`config.mk`:
```
export PLATFORM = sky130hd
export DESIGN_NAME = instr_fetch
export DESIGN_NICKNAME = d
export VERILOG_FILES = /design/src/rtl/refcpu_pkg.sv /design/src/rtl/instr_fetch.sv
export SDC_FILE = /design/constraint.sdc
export NUM_CORES = 1
export LEC_CHECK = 0
export ABC_AREA = 1
export ABC_CLOCK_PERIOD_IN_PS = 4100
export BUFFER_PORTS_ARGS = -buffer_cell sky130_fd_sc_hd__clkbuf_2
export CAP_MARGIN = 20
export CORE_MARGIN = 10
export CORE_UTILIZATION = 45
export DETAILED_ROUTE_END_ITERATION = 10
export MAX_ROUTING_LAYER = met4
export PLACE_DENSITY = 0.77
export SLEW_MARGIN = 30
export SYNTH_ARGS = -nofsm -noshare
export SYNTH_HDL_FRONTEND = slang
export SYNTH_SLANG_ARGS = --single-unit
```
`constraint.sdc`:
```
create_clock -name clk -period 4.1 [get_ports clk]
set_input_delay 0.615 -clock clk [delete_from_list [all_inputs] [get_ports clk]]
set_output_delay 0.615 -clock clk [all_outputs]
set_load 0.01 [all_outputs]
```
`src/rtl/refcpu_pkg.sv`:
```
// Shared refcpu definitions: fetch FSM states, instruction bus request/response
// structs and the architectural reset vector.
package refcpu_pkg;

    localparam logic [31:0] RESET_PC_DEFAULT = 32'hbfc0_0000;

    typedef enum logic [1:0] {
        F_REQ  = 2'd0,
        F_WAIT = 2'd1,
        F_HOLD = 2'd2,
        F_DROP = 2'd3
    } fetch_state_t;

    typedef struct packed {
        logic        valid;
        logic [31:0] addr;
    } ibus_req_t;

    typedef struct packed {
        logic        addr_ok;
        logic        data_ok;
        logic [31:0] data;
    } ibus_resp_t;

endpackage

```
`src/rtl/instr_fetch.sv`:
```
// Single-outstanding instruction fetch stage with redirect handling.
// Optional AdEL detection on misaligned PCs is enabled by REFCPU_FETCH_ADEL_EN.
module instr_fetch
    import refcpu_pkg::*;
#(
    parameter logic [31:0] RESET_PC = RESET_PC_DEFAULT
) (
    input  logic        clk,
    input  logic        reset,
    input  logic        redirect_valid,
    input  logic [31:0] redirect_pc,
    output logic        ireq_valid,
    output logic [31:0] ireq_addr,
    input  logic        iresp_addr_ok,
    input  logic        iresp_data_ok,
    input  logic [31:0] iresp_data,
    output logic        out_valid,
    input  logic        out_ready,
    output logic [31:0] out_pc,
    output logic [31:0] out_instr,
    output logic        out_ex
);

    fetch_state_t state, state_nxt;
    logic [31:0]  pc, pc_nxt;
    logic [31:0]  instr_q, instr_nxt;
    logic         aligned;
    ibus_req_t    req;
    ibus_resp_t   resp;

    assign resp = '{addr_ok: iresp_addr_ok, data_ok: iresp_data_ok, data: iresp_data};

`ifdef REFCPU_FETCH_ADEL_EN
    logic ex_q, ex_nxt;
    assign aligned  = (pc[1:0] == 2'b00);
    assign req.addr = pc;
    assign out_ex   = ex_q;
`else
    assign aligned  = 1'b1;
    assign req.addr = {pc[31:2], 2'b00};
    assign out_ex   = 1'b0;
`endif

    assign req.valid  = (state == F_REQ) && aligned && !reset;
    assign ireq_valid = req.valid;
    assign ireq_addr  = req.addr;
    assign out_valid  = (state == F_HOLD) && !reset;
    assign out_pc     = pc;
    assign out_instr  = instr_q;

    always_comb begin
        state_nxt = state;
        pc_nxt    = pc;
        instr_nxt = instr_q;
`ifdef REFCPU_FETCH_ADEL_EN
        ex_nxt    = ex_q;
`endif
        unique case (state)
            F_REQ: begin
                // A request accepted on the redirect cycle is still in flight on the bus.
                if (redirect_valid) begin
                    pc_nxt    = redirect_pc;
                    state_nxt = (req.valid && resp.addr_ok) ? F_DROP : F_REQ;
                end else if (!aligned) begin
`ifdef REFCPU_FETCH_ADEL_EN
                    state_nxt = F_HOLD;
                    instr_nxt = 32'h0;
                    ex_nxt    = 1'b1;
`endif
                end else if (resp.addr_ok) begin
                    state_nxt = F_WAIT;
                end
            end
            F_WAIT: begin
                if (redirect_valid) begin
                    pc_nxt    = redirect_pc;
                    state_nxt = resp.data_ok ? F_REQ : F_DROP;
                end else if (resp.data_ok) begin
                    instr_nxt = resp.data;
`ifdef REFCPU_FETCH_ADEL_EN
                    ex_nxt    = 1'b0;
`endif
                    state_nxt = F_HOLD;
                end
            end
            F_HOLD: begin
                if (redirect_valid) begin
                    pc_nxt    = redirect_pc;
                    state_nxt = F_REQ;
                end else if (out_ready) begin
                    pc_nxt    = pc + 32'd4;
                    state_nxt = F_REQ;
                end
            end
            F_DROP: begin
                if (redirect_valid) pc_nxt = redirect_pc;
                if (resp.data_ok) state_nxt = F_REQ;
            end
            default: state_nxt = F_REQ;
        endcase
    end

    always_ff @(posedge clk) begin
        if (reset) begin
            state   <= F_REQ;
            pc      <= RESET_PC;
            instr_q <= 32'h0;
`ifdef REFCPU_FETCH_ADEL_EN
            ex_q    <= 1'b0;
`endif
        end else begin
            state   <= state_nxt;
            pc      <= pc_nxt;
            instr_q <= instr_nxt;
`ifdef REFCPU_FETCH_ADEL_EN
            ex_q    <= ex_nxt;
`endif
        end
    end

endmodule
```
After elaboration in Yosys (flattened, before gate mapping)
Index checks and enable logic that the tools add are counted.
Storage, ports and cells
  register bits: 66
  input port bits: 70
  output and inout bits: 99
  word-level logic and storage cells: 36
Operators by class
  add/subtract/negate cells: 1
  eq/ne operators: 8
  muxes and demuxes: 14
  bitwise logic cells: 1
  reductions and logical operators: 9
Operators by type and width (count)
  32-bit two-way mux: 3
  32-bit case mux with 2 select lines: 1
  32-bit by 3-bit adder with 32-bit output, second input constant: 1
  2-bit two-way mux: 9
  3-bit inequality test, second input constant: 3
  2-bit case mux with 4 select lines: 1
  2-bit == test, second input constant: 2
  4-bit AND reduction: 1
  1-bit logical AND: 3
  3-bit AND reduction: 1
  3-bit OR reduction: 1
  2-bit by 1-bit == test with 1-bit output, second input constant: 1
  2-bit zero test: 1
  2-bit by 1-bit inequality test with 1-bit output, second input constant: 1
  2-bit inequality test, second input constant: 1
  2-bit AND reduction: 1
  1-bit zero test: 1
  1-bit inverter: 1

Longest topological paths before layout
Gate-level depths: netlist of the first run.
  depth after elaboration: 6
  gate-level depth with buffers: 10
  mapped depth without buffers: 10

Worst setup path before layout of the first run
OpenSTA, ideal clock, no wires.
  path type: input -> output
  start point: input reset
  end point: output ireq_valid
  arrival time: 1078 ps
  required time: 3485 ps
  path slack: 2407 ps
  cell stages on the path: 2
  buffers on the path: 1
  cell sequence: buf_2 > nor3_1
On the way
  longest elaborated chain between the ends: 2
Ends and longest elaborated chain
  start, declared: line instr_fetch.sv:9  | input logic reset,
  1-bit zero test: line instr_fetch.sv:44  | assign req.valid = (state == F_REQ) && aligned && !reset;
  1-bit logical AND: line instr_fetch.sv:44
  end, declared: line instr_fetch.sv:12  | output logic ireq_valid,
No other way between the ends.

Worst setup path in the final report of the first run
  start point: input redirect_valid
  end point: register pc[18] (netlist: out_pc[18])
On the way
  longest elaborated chain between the ends: 2
  elaborated cells on any way between the ends: 5
  classes of those cells: eq/ne (2); mux (2); reduce/logical (1)
Ends and longest elaborated chain
  start, declared: line instr_fetch.sv:10  | input logic redirect_valid,
  32-bit two-way mux, or another cell as far along: line instr_fetch.sv:87  | if (redirect_valid) begin
  32-bit case mux with 2 select lines / 2-bit AND reduction (equally long branches)
  end signal, assigned: line instr_fetch.sv:113  | pc <= pc_nxt;
  end, declared: line instr_fetch.sv:25  | logic [31:0] pc, pc_nxt;
Several ways; a longest one is shown, not always the timed one.
A chain may end at the register's enable or synchronous reset.

==> results.md, run 1 <==
- Crit-path leading delay family: buffers and inverters
- DP Area: 4440 sq um
- Crit. End Element: flop
- Max cap viols: 0
- Clock tree sinks: 66
- Comb power frac: 21.4%
- R2R depth: 5
- Post-cts sizing count: 0
- Starting Density: 46.6%
- Post-CTS Setup Inserts: 0
- Die Area: 12700 sq um
- Global route overflow: 0
- Tot Pwr: 1.65 mW
- Post-synthesis sequential area ratio: 34.3%
- CP max stage cell: inv_2
- I/O pins: 169
- Sw Ratio: 33.0%
- Slew @ Worst Pin: 0.791 ns
- Initial antenna violation count: 0
- Post-layout util: 56.1%
- Met2 GRT Util: 31.7%
- CTS root buffer: clkbuf_8
- Endpoint, Worst Hold: out_instr[14]
- Synthesized area: 3850 sq um
- DRC Markers: 0
- CP Cell Sequence: clkbuf_2 > inv_2 > nand2_1 > nor2_1 > nand3_1 > o211ai_1 > a21oi_1
- # setup viols final: 0
- Worst Hold Class: input port to flop
- RSZ-0062 raised after global routing: no
- Status: finished, final reports clean
- Critical path fanouts, max: 33
- Worst vdd ir: 0.232 mV
- Hold WS: 0.489 ns
- Worst Clk Skew: 0.0135 ns
- Mapped Avg Cell Area: 6.51 sq um
- Critical path's largest stage delay: 0.50 ns
- Clock buffer depth: 2
- Worst r2r src: state[1]
- Rel. slew slack: 47.1%
- Register bit total from synthesis: 66
- Core Rows: 33
- Netlist cell types: 36
- Hold path startpoint: iresp_data[14]
- GRT Max-Usage Layer: met2
- Htree depth: 3
- WP buf/inv: 2
- Fmax achieved: 504 MHz
- Final cell count without fillers: 822
- Die width: 112 um
- Placed wire-length estimate: 9.84 mm
- P_leak: 2.32 nW
- Placed Cells incl. Taps: 806
- Num CTS Buffers: 9
- Drt pass-1 iters: 5
- WL/cell: 15.6 um
- Asr flop ratio synth: 0%
- Setup TNS: 0 ns
- CTS tree: yes
- Worst R2R End: out_pc[16]
- Worst Setup SP: redirect_valid
- Placer Congestion: 0.953
- Flop pwr share: 45.5%
- Via count: 4216
- Total global-route track usage: 20.2%
- Largest cells by area after synthesis: dfxtp_1, nor2_1, nand2_1
- Met3 Resource Use GR: 7.14%
- Antenna Cells: 0
- WP data required: 4.34 ns
- Layout area overhead: 20.3%
- Vias in the first global route: 4133
- Antenna violation net count after detailed routing: 0
- Period utilisation layout: 48.4%
- Post-Syn Instances: 591
- Layout cells sized above 1: 28.3%
- Nets@finish: 783
- Yosys top cell by area: dfxtp_1
- Setup CP Type: input port to flop
- Largest net degree at the start of global routing: 47
- Fin crit period: 1.99 ns
- Most common cell after layout, fill and taps aside: clkbuf_2
- Hold-fix buffers, CTS: 0
- Share of the synthesized area in the top cell type: 34.3%
- Final instance area: 4630 sq um
- Post-Route WL: 12.8 mm
- Worst setup margin: 2.11 ns
- Ys flop type: dfxtp_1
- PortBufs: 165
- Switching Power: 0.544 mW
- Chip height: 112 um
- Routing usage on met1: 23.7%
- Number of synthesized flops with an enable pin: 0
- Final Hold Viols: 0
- Drt via density: 5.13
- Reg clk slew, reported paths: 0.08 ns
- Clock network fraction of total power: 33.1%
- Commonest non-fill, non-tap cells in the layout: clkbuf_2, nor2_1, nand2_1
- 1st-iter DRT viols: 211
- Core ar.: 8260 sq um
- FF-to-FF setup slack: 2.29 ns
- Pwr per Cell Area: 356 nW/um^2
- Max Slew Vio Count: 0
- Dpl ws: 1.74 ns
- Crit path arrival time: 2.22 ns
- Internal Power: 1.10 mW
- First-pass GRT wire length: 20.7 mm
- Yosys warnings: 0
- Setup crit start kind: input port
- Hold Path Depth: 3
- Clk_lat worst skew: 0.35 ns
[power groups by stage]
stage               clock network [mW]  registers [mW]  logic, mW
finish                           0.546           0.750      0.352
floorplan                            0           0.770      0.231
detailed placement                   0           0.764      0.356
CTS                              0.558           0.750      0.358
global route                     0.588           0.759      0.397
global placement                     0           0.761      0.351
[layer usage]
metal  part of all wire, %  up-vias
met2                    47      163
met3                   9.0       23
met4                   1.8        0
li1                      -     2125
met5                     0        -
met1                    42     1905
[worst min-delay path, delay by kind of cell]
family / cells / cell delay (ns)
simple gates: 2 / 0.11
buf+inv: 1 / 0.08
[Yosys cell counts (6+ instances only)]
cell type	instances
nand3b_1	6
clkbuf_1	10
nand2_1	101
nand3_1	37
inv_1	49
buf_4	36
o21ai_0	56
nand4_1	10
dfxtp_1	66
nor2_1	128
o21ai_1	7
buf_2	11
a21oi_1	24
nor3_1	11
[state kept, by name, indices dropped and copies added, names as in the netlist]
| register | cells |
|---|---|
| out_instr | 32 |
| out_pc | 32 |
| state | 2 |
[kinds of logic after synthesis]
kind of cell               count (synthesis)  synth area share [%]
buffers and inverters                    112                  15.2
other                                      1                0.0974
AOI/OAI and AO/OA                        105                  15.5
adders and majority gates                  1                 0.325
and+or+nand+nor                          306                  34.5
DFF                                       66                  34.3
[how the worst max path moves through the flow]
stage	to	slack [ns]	depth (start not counted)
floorplan	ireq_valid	2.41	2
global placement	out_pc[11]	1.78	6
detailed placement	out_pc[18]	1.74	7
CTS	out_pc[18]	2.10	7
global route	out_pc[18]	1.90	7
finish	out_pc[18]	2.11	7
[final cells by class]
cell class | count | area, sq um
clock buffer | 11 | 131
clock inverter | 5 | 55.1
fill | 858 | 3630
inverter | 53 | 201
multi-input combinational | 415 | 1950
sequential | 66 | 1320
tap | 105 | 131
timing repair buffer | 167 | 841
Note: power is estimated with default switching activity, not from simulation.
==> run 2, diff against run 1 <==
ABC_AREA = 0   (was 1)
ABC_CLOCK_PERIOD_IN_PS = 1600   (was 4100)
CORE_UTILIZATION = 42   (was 45)
clock period = 1.6 ns   (was 4.1 ns; I/O delays follow)
==> run 2 against run 1 <==
Effect of this change: combinational power up 140%; power up 150%; largest power group unchanged; worst setup slack worse by 2.4 ns; first-iteration DRC count up 11%; area after synthesis down 9.7%; clock power rose to 2.7 times the previous value; non-clock buffer count up 70; sequential share of layout area down 2.4 points; register-to-register slack worse by 2.6 ns; the flow now finishes with violations (setup timing); largest cell class unchanged; wire length up 2.6%; hold slack worse by 0.38 ns.
==> results.md, run 2 <==
- Max cap viols: 0
- Largest cells by area after synthesis: dfxtp_1, nand2_1, buf_4
- DRC Markers: 0
- PortBufs: 165
- Hold-fix buffers, CTS: 0
- R2R depth: 4
- Vias in the first global route: 4011
- Placer Congestion: 0.919
- Final Hold Viols: 0
- Max Slew Vio Count: 0
- Commonest cells in the netlist: nand2_1, dfxtp_1, a21oi_1
- Fin crit period: 1.92 ns
- Asr flop ratio synth: 0%
- Layout cells sized above 1: 49.1%
- Worst r2r src: state[0]
- RSZ-0062 raised after global routing: yes
- Yosys top cell by area: dfxtp_1
- Status: complete, but fails checks
- Period utilisation layout: 120%
- Number of synthesized flops with an enable pin: 0
- Critical path fanouts, max: 6
- Mapped Avg Cell Area: 7.90 sq um
- Ys flop type: dfxtp_1
- Placed wire-length estimate: 9.34 mm
- Core ar.: 8130 sq um
- Post-synthesis sequential area ratio: 38.0%
- Dpl ws: -0.321 ns
- Worst setup path endpoint: out_pc[17]
- DP Area: 4650 sq um
- Setup crit start kind: flop
- Register bit total from synthesis: 66
- Core Rows: 33
- Commonest non-fill, non-tap cells in the layout: clkbuf_2, nand2_1, buf_4
- Clock tree sinks: 66
- Worst R2R End: out_pc[17]
- Initial antenna violation count: 0
- Most common cell after layout, fill and taps aside: clkbuf_2
- Worst Clk Skew: 0.0110 ns
- Htree depth: 3
- Failing checks: setup timing
- Drt via density: 5.54
- 1st-iter DRT viols: 234
- Antenna violation net count after detailed routing: 0
- Tot Pwr: 4.07 mW
- Worst Hold Class: input port to flop
- Crit path arrival time: 2.18 ns
- CTS tree: yes
- Clock buffer depth: 2
- Antenna Cells: 0
- Fmax achieved: 522 MHz
- Final cell count without fillers: 734
- CTS root buffer: clkbuf_8
- Clk_lat worst skew: 0.35 ns
- FF-to-FF setup slack: -0.32 ns
- WL/cell: 17.9 um
- Yosys warnings: 0
- # setup viols final: 13
- Post-Route WL: 13.2 mm
- Num CTS Buffers: 9
- Chip height: 111 um
- Layout area overhead: 49.4%
- Placed Cells incl. Taps: 709
- Worst setup margin: -0.317 ns
- Synthesized area: 3480 sq um
- Setup TNS: -1.96 ns
- Die width: 111 um
- Final instance area: 5190 sq um
- P_leak: 2.32 nW
- Pwr per Cell Area: 784 nW/um^2
- I/O pins: 169
- Post-Syn Instances: 440
- Reg clk slew, reported paths: 0.08 ns
- First-pass GRT wire length: 20.2 mm
- Worst Setup SP: state[0]
- Crit. End Element: flop
- Most frequent cell after synthesis: nand2_1
- Nets@finish: 695
- Total global-route track usage: 19.9%
- Setup CP Type: flop to flop
- Largest net degree at the start of global routing: 35
- Global route overflow: 0
- Die Area: 12300 sq um
- WP data required: 1.86 ns
- Hold WS: 0.111 ns
- Drt pass-1 iters: 4
- Netlist cell types: 53
- Share of the synthesized area in the top cell type: 38.0%
- Starting Density: 42.7%
- Post-layout util: 63.9%
- Worst vdd ir: 0.505 mV
- Via count: 4063
run 2: changes by cell type in the layout (fill, tap and decap cells not counted), moves of 13 or more:
cell     before  now
dfxtp_1      66   53
o21ai_0      56    5
nand2_1     101   71
inv_1        48   10
buf_4         2   60
a21oi_1      24   42
nand3_1      37    8
nor2_1      128   24
run 2: cells by family after synthesis:
family	count (synthesis)	share of synthesized area, %
AO/OA/AOI/OAI	94	17.8
multiplexers	4	1.19
flip-flops	66	38.0
other	1	0.108
adder cells (fa/ha/maj)	1	0.360
XOR/XNOR	8	2.02
AND/OR/NAND/NOR	189	28.3
buffers and inverters	77	12.2
run 2: worst min-delay path by stage:
stage / start / end / slack (ns) / depth (start not counted)
6_report: iresp_data[14] / out_instr[14] / 0.11 / 3
5_1_grt: iresp_data[7] / out_instr[7] / 0.11 / 3
4_1_cts: iresp_data[6] / out_instr[6] / 0.1 / 3
3_5_place_dp: out_instr[12] / out_instr[12] / 0.45 / 2
3_3_place_gp: out_instr[20] / out_instr[20] / 0.44 / 2
2_1_floorplan: iresp_data[0] / out_instr[0] / 0.38 / 2
run 2: where the power goes:
group / internal, mW / switching, mW
clock network: 0.749 / 0.698
registers: 1.72 / 0.0699
logic: 0.372 / 0.465
total: 2.84 / 1.23
run 2: final cells by class:
| class | count | area (sq um) |
|---|---|---|
| clock buffers | 12 | 176 |
| clock inverters | 4 | 30.0 |
| fillers | 699 | 2940 |
| inverters | 11 | 41.3 |
| multi-input cells | 299 | 2010 |
| flip-flops and latches | 66 | 1360 |
| well taps | 105 | 131 |
| repair buffers | 237 | 1450 |
run 2: layer usage:
layer / share of wire [%] / global-route usage [%] / up-vias
li1: - / - / 1926
met1: 40 / 22.3 / 1863
met2: 48 / 32.1 / 234
met3: 9.6 / 6.17 / 40
met4: 3.1 / 8.51 / 0
met5: 0 / - / -
run 2: repair_timing:
action                     4_1_cts  5_1_grt
setup endpoints to repair       19       25
gates resized for setup         27       31
buffers inserted                 8        3
pin swaps                       13       18
run 2: worst max-delay path, stage by stage (launching register included):
cell and delay [ns]:
dfxtp_1 0.32, nand3b_1 0.19, or4_4 0.59, or4_4 0.52, a311oi_2 0.21
